<file path="config.mk">
export PLATFORM = sky130hd
export DESIGN_NAME = plic_claim_dispatcher
export DESIGN_NICKNAME = d
export VERILOG_FILES = /design/src/rtl/plic_claim_dispatcher_pkg.sv /design/src/rtl/plic_claim_dispatcher.sv
export SDC_FILE = /design/constraint.sdc
export NUM_CORES = 1
export LEC_CHECK = 0
export CAP_MARGIN = 20
export CORE_MARGIN = 2
export CORE_UTILIZATION = 36
export CTS_CLUSTER_DIAMETER = 50
export DETAILED_ROUTE_END_ITERATION = 8
export PLACE_DENSITY_LB_ADDON = 0.3
export REMOVE_ABC_BUFFERS = 1
export SLEW_MARGIN = 0
export SYNTH_ARGS = -nofsm -noshare
export SYNTH_HDL_FRONTEND = slang
export SYNTH_SLANG_ARGS = --single-unit
</file>
<file path="constraint.sdc">
create_clock -name clk_i -period 3.2 [get_ports clk_i]
set_input_delay 0.64 -clock clk_i [delete_from_list [all_inputs] [get_ports clk_i]]
set_output_delay 0.64 -clock clk_i [all_outputs]
set_load 0.05 [all_outputs]
</file>
<file path="src/rtl/plic_claim_dispatcher_pkg.sv">
// Shared types and constants for the PLIC claim/complete dispatcher.
// Register-bus request/response structs, FSM state encodings and the default claim address.
package plic_claim_dispatcher_pkg;

  localparam int unsigned AddrWidth = 32;
  localparam int unsigned DataWidth = 32;

  // Context-0 base plus the claim/complete register offset.
  localparam logic [AddrWidth-1:0] CtxBase       = 32'h0020_0000;
  localparam logic [AddrWidth-1:0] CcOffset      = 32'h0000_0004;
  localparam logic [AddrWidth-1:0] DefaultCcAddr = CtxBase + CcOffset;

  typedef struct packed {
    logic [AddrWidth-1:0]   addr;
    logic                   write;
    logic [DataWidth-1:0]   wdata;
    logic [DataWidth/8-1:0] wstrb;
    logic                   valid;
  } reg_req_t;

  typedef struct packed {
    logic [DataWidth-1:0] rdata;
    logic                 error;
    logic                 ready;
  } reg_rsp_t;

  typedef logic [2:0] state_t;

  localparam state_t StIdle     = 3'd0;
  localparam state_t StClaim    = 3'd1;
  localparam state_t StDeliver  = 3'd2;
  localparam state_t StService  = 3'd3;
  localparam state_t StComplete = 3'd4;

endpackage

</file>
<file path="src/rtl/plic_claim_dispatcher.sv">
// Claim/complete agent for one PLIC context: claims on irq, hands the ID to a consumer, completes.
// Define PLIC_CLAIM_DISPATCHER_SPURIOUS_CNT_EN to build the saturating spurious-claim counter.
module plic_claim_dispatcher
  import plic_claim_dispatcher_pkg::*;
#(
  parameter int unsigned           SrcW    = 7,
  parameter logic [AddrWidth-1:0]  CcAddr  = DefaultCcAddr,
  parameter int unsigned           Holdoff = 2
) (
  input  logic            clk_i,
  input  logic            rst_i,
  input  logic            enable_i,
  input  logic            irq_i,
  output reg_req_t        reg_req_o,
  input  reg_rsp_t        reg_rsp_i,
  output logic [SrcW-1:0] id_o,
  output logic            id_valid_o,
  input  logic            id_ready_i,
  input  logic            done_i,
  output logic            busy_o,
  output logic            err_o,
  output logic [15:0]     spurious_cnt_o
);

  localparam int unsigned HoW = $clog2(Holdoff + 1);

  state_t                 state_q, state_d;
  logic [SrcW-1:0]        id_q, id_d;
  logic                   idv_q, busy_q, err_q, err_d;
  logic [HoW-1:0]         hold_q, hold_d;
  logic [AddrWidth-1:0]   addr_q, addr_d;
  logic                   write_q, write_d;
  logic [DataWidth-1:0]   wdata_q, wdata_d;
  logic [DataWidth/8-1:0] wstrb_q, wstrb_d;
  logic                   spur_inc;

  always_comb begin
    state_d  = state_q;
    id_d     = id_q;
    err_d    = 1'b0;
    hold_d   = hold_q;
    addr_d   = addr_q;
    write_d  = write_q;
    wdata_d  = wdata_q;
    wstrb_d  = wstrb_q;
    spur_inc = 1'b0;
    unique case (state_q)
      StIdle: begin
        if (hold_q != '0) begin
          hold_d = hold_q - 1'b1;
        end else if (irq_i && enable_i) begin
          state_d = StClaim;
          addr_d  = CcAddr;
          write_d = 1'b0;
          wdata_d = '0;
          wstrb_d = '0;
        end
      end
      StClaim: begin
        if (reg_rsp_i.ready) begin
          addr_d = '0;
          if (reg_rsp_i.error) begin
            err_d   = 1'b1;
            state_d = StIdle;
            hold_d  = HoW'(Holdoff);
          end else if (reg_rsp_i.rdata[SrcW-1:0] == '0) begin
            spur_inc = 1'b1;
            state_d  = StIdle;
            hold_d   = HoW'(Holdoff);
          end else begin
            id_d    = reg_rsp_i.rdata[SrcW-1:0];
            state_d = StDeliver;
          end
        end
      end
      StDeliver: begin
        if (id_ready_i) state_d = StService;
      end
      StService: begin
        if (done_i) begin
          state_d = StComplete;
          addr_d  = CcAddr;
          write_d = 1'b1;
          wdata_d = DataWidth'(id_q);
          wstrb_d = '1;
        end
      end
      StComplete: begin
        if (reg_rsp_i.ready) begin
          err_d   = reg_rsp_i.error;
          state_d = StIdle;
          hold_d  = HoW'(Holdoff);
          addr_d  = '0;
          write_d = 1'b0;
          wdata_d = '0;
          wstrb_d = '0;
        end
      end
      default: state_d = StIdle;
    endcase
  end

  always_ff @(posedge clk_i or posedge rst_i) begin
    if (rst_i) begin
      state_q <= StIdle;
      id_q    <= '0;
      idv_q   <= 1'b0;
      busy_q  <= 1'b0;
      err_q   <= 1'b0;
      hold_q  <= '0;
      addr_q  <= '0;
      write_q <= 1'b0;
      wdata_q <= '0;
      wstrb_q <= '0;
    end else begin
      state_q <= state_d;
      id_q    <= id_d;
      idv_q   <= (state_d == StDeliver);
      busy_q  <= (state_d != StIdle);
      err_q   <= err_d;
      hold_q  <= hold_d;
      addr_q  <= addr_d;
      write_q <= write_d;
      wdata_q <= wdata_d;
      wstrb_q <= wstrb_d;
    end
  end

  // valid comes straight from the state so reset drops it without waiting for a clock.
  always_comb begin
    reg_req_o       = '0;
    reg_req_o.addr  = addr_q;
    reg_req_o.write = write_q;
    reg_req_o.wdata = wdata_q;
    reg_req_o.wstrb = wstrb_q;
    reg_req_o.valid = (state_q == StClaim) || (state_q == StComplete);
  end

  assign id_o       = id_q;
  assign id_valid_o = idv_q;
  assign busy_o     = busy_q;
  assign err_o      = err_q;

`ifdef PLIC_CLAIM_DISPATCHER_SPURIOUS_CNT_EN
  logic [15:0] spur_q;

  always_ff @(posedge clk_i or posedge rst_i) begin
    if (rst_i) begin
      spur_q <= '0;
    end else if (spur_inc && (spur_q != 16'hFFFF)) begin
      spur_q <= spur_q + 16'd1;
    end
  end

  assign spurious_cnt_o = spur_q;
`else
  logic unused_spur_inc;
  assign unused_spur_inc = spur_inc;
  assign spurious_cnt_o  = '0;
`endif

  logic unused_rdata;
  assign unused_rdata = ^reg_rsp_i.rdata[DataWidth-1:SrcW];

endmodule
</file>
Word-level counts from Yosys, hierarchy flattened
Cells that the tools add are included.
{ "classes": {"bitwise": 2, "n_mux": 38, "multipliers": 0, "reduce_logical": 14, "n_eq_ne": 13, "shifts": 0, "div": 0, "add_sub_neg": 1, "n_lt_le_gt_ge": 0} }
{ "op_table": {"columns": ["operator", "n"], "rows": [
  ["$mux W32", 7],
  ["$pmux W32 S3", 2],
  ["$mux W3", 6],
  ["$mux W4", 4],
  ["$pmux W3 S5", 1],
  ["$reduce_and A5 Y1", 3],
  ["$mux W2", 7],
  ["$ne A2 B2 Y1 const B", 6],
  ["$pmux W4 S3", 1],
  ["$reduce_bool A3 Y1", 4],
  ["$eq A3 B2 Y1 const B", 3],
  ["$logic_not A7 Y1", 1],
  ["$mux W1", 7],
  ["$pmux W2 S3", 1],
  ["$reduce_and A4 Y1", 1],
  ["$eq A3 B1 Y1 const B", 1],
  ["$eq A3 B3 Y1 const B", 1],
  ["$logic_not A3 Y1", 1],
  ["$ne A3 B3 Y1 const B", 1],
  ["$pmux W1 S3", 1],
  ["$ne A2 B1 Y1 const B", 1],
  ["$not A1 Y1", 2],
  ["$pmux W1 S2", 1],
  ["$reduce_bool A2 Y1", 1],
  ["other kinds (4)", 4]
]} }
{ "word_totals": {"out_inout_bits": 96, "ramBits": 0, "latchBits": 0, "word_cells": 78, "in_bits": 40, "regBits": 84, "n_memories": 0, "rom_bits": 0} }

Longest topological paths before layout
{ "logic_depth": {"depth_word": 6, "mapped_depth": 6, "ltp_nobuf": 6} }

Worst setup path after synthesis
Ideal clock, no wire load.
{ "synth_path": {"kind": "reg-to-output", "start": "register state_q[0]", "end": "output port reg_req_o[0] in the netlist's numbering", "arrival_ns": 1.330, "t_required_ns": 2.560, "stages_incl_launch_ff": 4, "slack_ns": 1.230, "cell_sequence": "dfrtp_1 > buf_4 > xnor2_1 > nor2_1"} }
{ "synth_lines": {"columns": ["item", "line_no", "rtl"], "rows": [
  ["from (decl)", "plic_claim_dispatcher.sv:27", "state_t state_q, state_d;"],
  ["from (signal assigned)", "plic_claim_dispatcher.sv:105", "state_q <= StIdle;"],
  ["from (signal assigned)", "plic_claim_dispatcher.sv:116", "state_q <= state_d;"],
  ["to (decl)", "plic_claim_dispatcher.sv:14", "output reg_req_t reg_req_o,"]
]} }

==> results.md <==
* Wire length of the first global-routing pass at between 4 and 5 mm
* Mean area per synthesized cell at between 10 and 15 µm²
* Final setup vio count at 0
* Master cell of the clock root buffer: sky130_fd_sc_hd__clkbuf_8
* Initial cell density of the core at 0.380
* Power Total at roughly 2000 µW
* Length in cells of the worst reg-to-reg path at 3
* Number of cells produced by synthesis at between 150 and 200
* # clock sinks at 24
* Path type of the worst setup path: reg2out
* Share of the clock period used by the worst path after layout at 0.813
* Critical Path AT at around 2.0 ns
* Endpoint of the lowest-slack register-to-register path: id_o[1]
* RSZ-0062 raised after global routing: no
* Port buffer count at 39
* Worst hold margin at approximately 0.5 ns
* Sequential cell area fraction in the yosys report at 0.355
* Worst R2R Start: state_q[2]
* All-Layer GR Usage at 0.103
* Worst path max stage delay at ~0.84 ns
* Endpoint with the worst hold slack: wdata_q[5]
* Most area-consuming cells after synthesis: sky130_fd_sc_hd__dfrtp_1 36%, sky130_fd_sc_hd__buf_4 35%, sky130_fd_sc_hd__mux2_2 6.0%
* Y dimension of the die at 72.5 µm
* Longest Clk Path Bufs at 2
* First drt pass iteration count at 4
* Headroom to the max-slew limit at 0.393
* Final core utilization at 0.416
* Post-route DRC at 0
* Number of global-route vias before repair at 870
* Critical Path Sink Type: output pin
* Antenna violations before repair at 0
* Routed wire length per instance at about 11 µm
* Max Freq at between 0.3 and 0.4 GHz
* Share of flip-flops with an asynchronous set or reset after synthesis at 1.00
* Congestion Overflow GR at 0
* Crit-path max FO at 11
* Cell type with the largest total area after synthesis: sky130_fd_sc_hd__dfrtp_1
* Flop2flop setup slack at around 1.3 ns
* Total half-perimeter wirelength after legalization and detailed placement at 2.10 mm
* Maximum VDD drop at slightly below 0.4 mV
* Final-layout fill cell count at approximately 470
* Class of the most critical hold timing path: reg2reg
* Number of cells upsized or downsized after cts at 0
* Slowest stage cell on the critical path: sky130_fd_sc_hd__clkdlybuf4s50_1
* Run status: finished, final reports clean
* Hold bufs inserted after CTS at 0
* Max-cap violation count at 0
* Die Span X at 72.5 µm
* RD Place Congestion at about 0.81
* Category of the worst setup path launch point: register
* Number of hold violations in the final report at 0
* Total number of vias at 1009
* I/O pin cnt at around 140
* Reported leakage power at slightly above 0.0009 µW
* Synthesis Warnings at 0
* Syn-to-layout area delta at 9.40%
* Max Clock Skew at between 0.001 and 0.0015 ns
* Number of clock buffers inserted by TritonCTS at 3
* Clock period minus worst slack at 2.60 ns
* Post-route ant nets at 0
* N_diodes at 0
* Power per cell area at 1110 nW/µm²
* Maximum number of pins on one net before global-route repair at 25
* Dominant cell by count in the synthesized netlist: sky130_fd_sc_hd__buf_4
* Post-CTS repair timing setup buffer count at 0
* Hold depth at 1
* Post-Place Cells at approximately 250
* Std-Cell Core Area at around 4400 µm²
* Number of synthesized flops with an enable pin at 0
* Routed wire length at 2.75 mm
* Level count of the clock H-tree at 1
* Min-delay src: wdata_q[5]
* Count of placed standard cells in the final layout, fillers left out at 252
* Main flop type after synthesis: sky130_fd_sc_hd__dfrtp_1
* Number of rows created at floorplan at 24
* Least-Margin Pin Slew at 0.910 ns
* Post-synth cell types at 35
* Cell Chain, Critical Path: xnor2_1, nor2_1, clkdlybuf4s50_1
* Clock transition at the registers of the reported paths at about 0.080 ns
* Initial DRC Count at 38
* Max-slew violation count at 0
* Area of the mapped netlist at ~1700 µm²
* Number of synthesized register bits at 24
* Most frequent cells after synthesis: 78 x sky130_fd_sc_hd__buf_4, 24 x sky130_fd_sc_hd__dfrtp_1, 9 x sky130_fd_sc_hd__mux2_2
* Required time of the critical path at 2.56 ns
* Setup TNS at 0 ns
* Fraction of final layout cells with drive strength greater than 1 at 0.0950
* Top-area cell type share of the netlist area at 0.355
* Final-stage net count at approximately 240
* Average vias per placed instance at roughly 4
* Die outline area at 5260 µm²
* CTS tree: built
* Clock insertion delay at the later pin of the skew report at around 0.26 ns
==> report_power, final <==
part	total (µW)	switching, µW	internal [µW]
clock network	172	87.7	84.0
logic	1340	897	438
registers	540	105	435
total	2050	1090	957
==> kinds of logic (layout without fill, tap and decap cells) <==
family,Yosys count,in the layout,share of synthesized area
AO/OA/AOI/OAI,21,21,0.0999
flip-flops,24,24,0.355
multiplexers,12,12,0.0777
buffers and inverters,87,48,0.371
XOR/XNOR,1,1,0.00518
other,1,71,0.00222
adder cells (fa/ha/maj),1,1,0.00740
AND/OR/NAND/NOR,22,22,0.0814
==> worst max-delay path by stage <==
stage | start | endpoint | slack, ns | cells after the start
global placement | reg_rsp_i[1] | id_o[1] | 0.72 | 4
detailed placement | reg_rsp_i[1] | id_o[1] | 0.71 | 4
floorplan | wstrb_q[2] | reg_req_o[1] | 0.77 | 0
CTS | state_q[2] | reg_req_o[0] | 0.57 | 3
finish | state_q[2] | reg_req_o[0] | 0.60 | 3
global route | state_q[2] | reg_req_o[0] | 0.47 | 3
==> routing by layer <==
| metal | share of wire | vias to the layer above | GRT usage | wire [µm] |
|---|---|---|---|---|
| li1 | - | 479 | - | - |
| met1 | 0.44 | 467 | 0.138 | 1200 |
| met2 | 0.46 | 59 | 0.156 | 1250 |
| met3 | 0.096 | 4 | 0.0375 | 264 |
| met4 | 0.011 | 0 | 0.0309 | 29 |
| met5 | 0 | - | 0 | 0 |
==> worst max-delay path: cells and delay by family (launching register included) <==
kind / cells / cell delay [ns]
xor gates and xnor gates: 1 / 0.20
buffers and inverters: 1 / 0.84
DFF: 1 / 0.49
and+or+nand+nor: 1 / 0.18
==> final cells by class <==
cell class | count | area [µm²] | share of cell area
multi-input combinational | 128 | 726 | 0.392
sequential | 24 | 601 | 0.325
timing repair buffer | 40 | 398 | 0.215
tap | 52 | 65.1 | 0.0352
clock buffer | 3 | 41.3 | 0.0223
inverter | 5 | 18.8 | 0.0101
==> sequential cells by signal, summed over array words and instances, names as in the netlist <==
name / cells
err_o: 1
id_o: 7
busy_o: 1
state_q: 3
wstrb_q: 1
wdata_q: 7
hold_q: 2
id_valid_o: 1
addr_q: 1
==> cell usage in the layout, fill, tap and decap left out, drive strengths merged <==
| cell type | n |
|---|---|
| a21oi | 4 |
| or3b | 1 |
| ha | 1 |
| a2bb2oi | 1 |
| nor2b | 1 |
| nand3b | 1 |
| mux2i | 3 |
| a22o | 7 |
| inv | 5 |
| clkbuf | 3 |
| nand2b | 4 |
| a2111o | 1 |
| o22ai | 1 |
| nor4 | 1 |
| nand2 | 3 |
| dfrtp | 24 |
| o21bai | 1 |
| and2b | 1 |
| or2 | 2 |
| nand4b | 1 |
| conb | 71 |
| clkdlybuf4s50 | 39 |
| nand3 | 1 |
| nor3b | 1 |
| xnor2 | 1 |
| nor2 | 3 |
| mux2 | 9 |
| nor3 | 1 |
| a211oi | 2 |
| and3 | 1 |
| a21o | 1 |
| o21ai | 3 |
| buf | 1 |
==> metrics by stage <==
stage	worst slack, ns	area, µm²
after floorplan	0.769	1350
after detailed placement	0.714	1810
after global routing	0.470	1850
final	0.597	1850
after global placement	0.719	1810
after CTS	0.570	1850
Power figures use the tool's default switching activity.
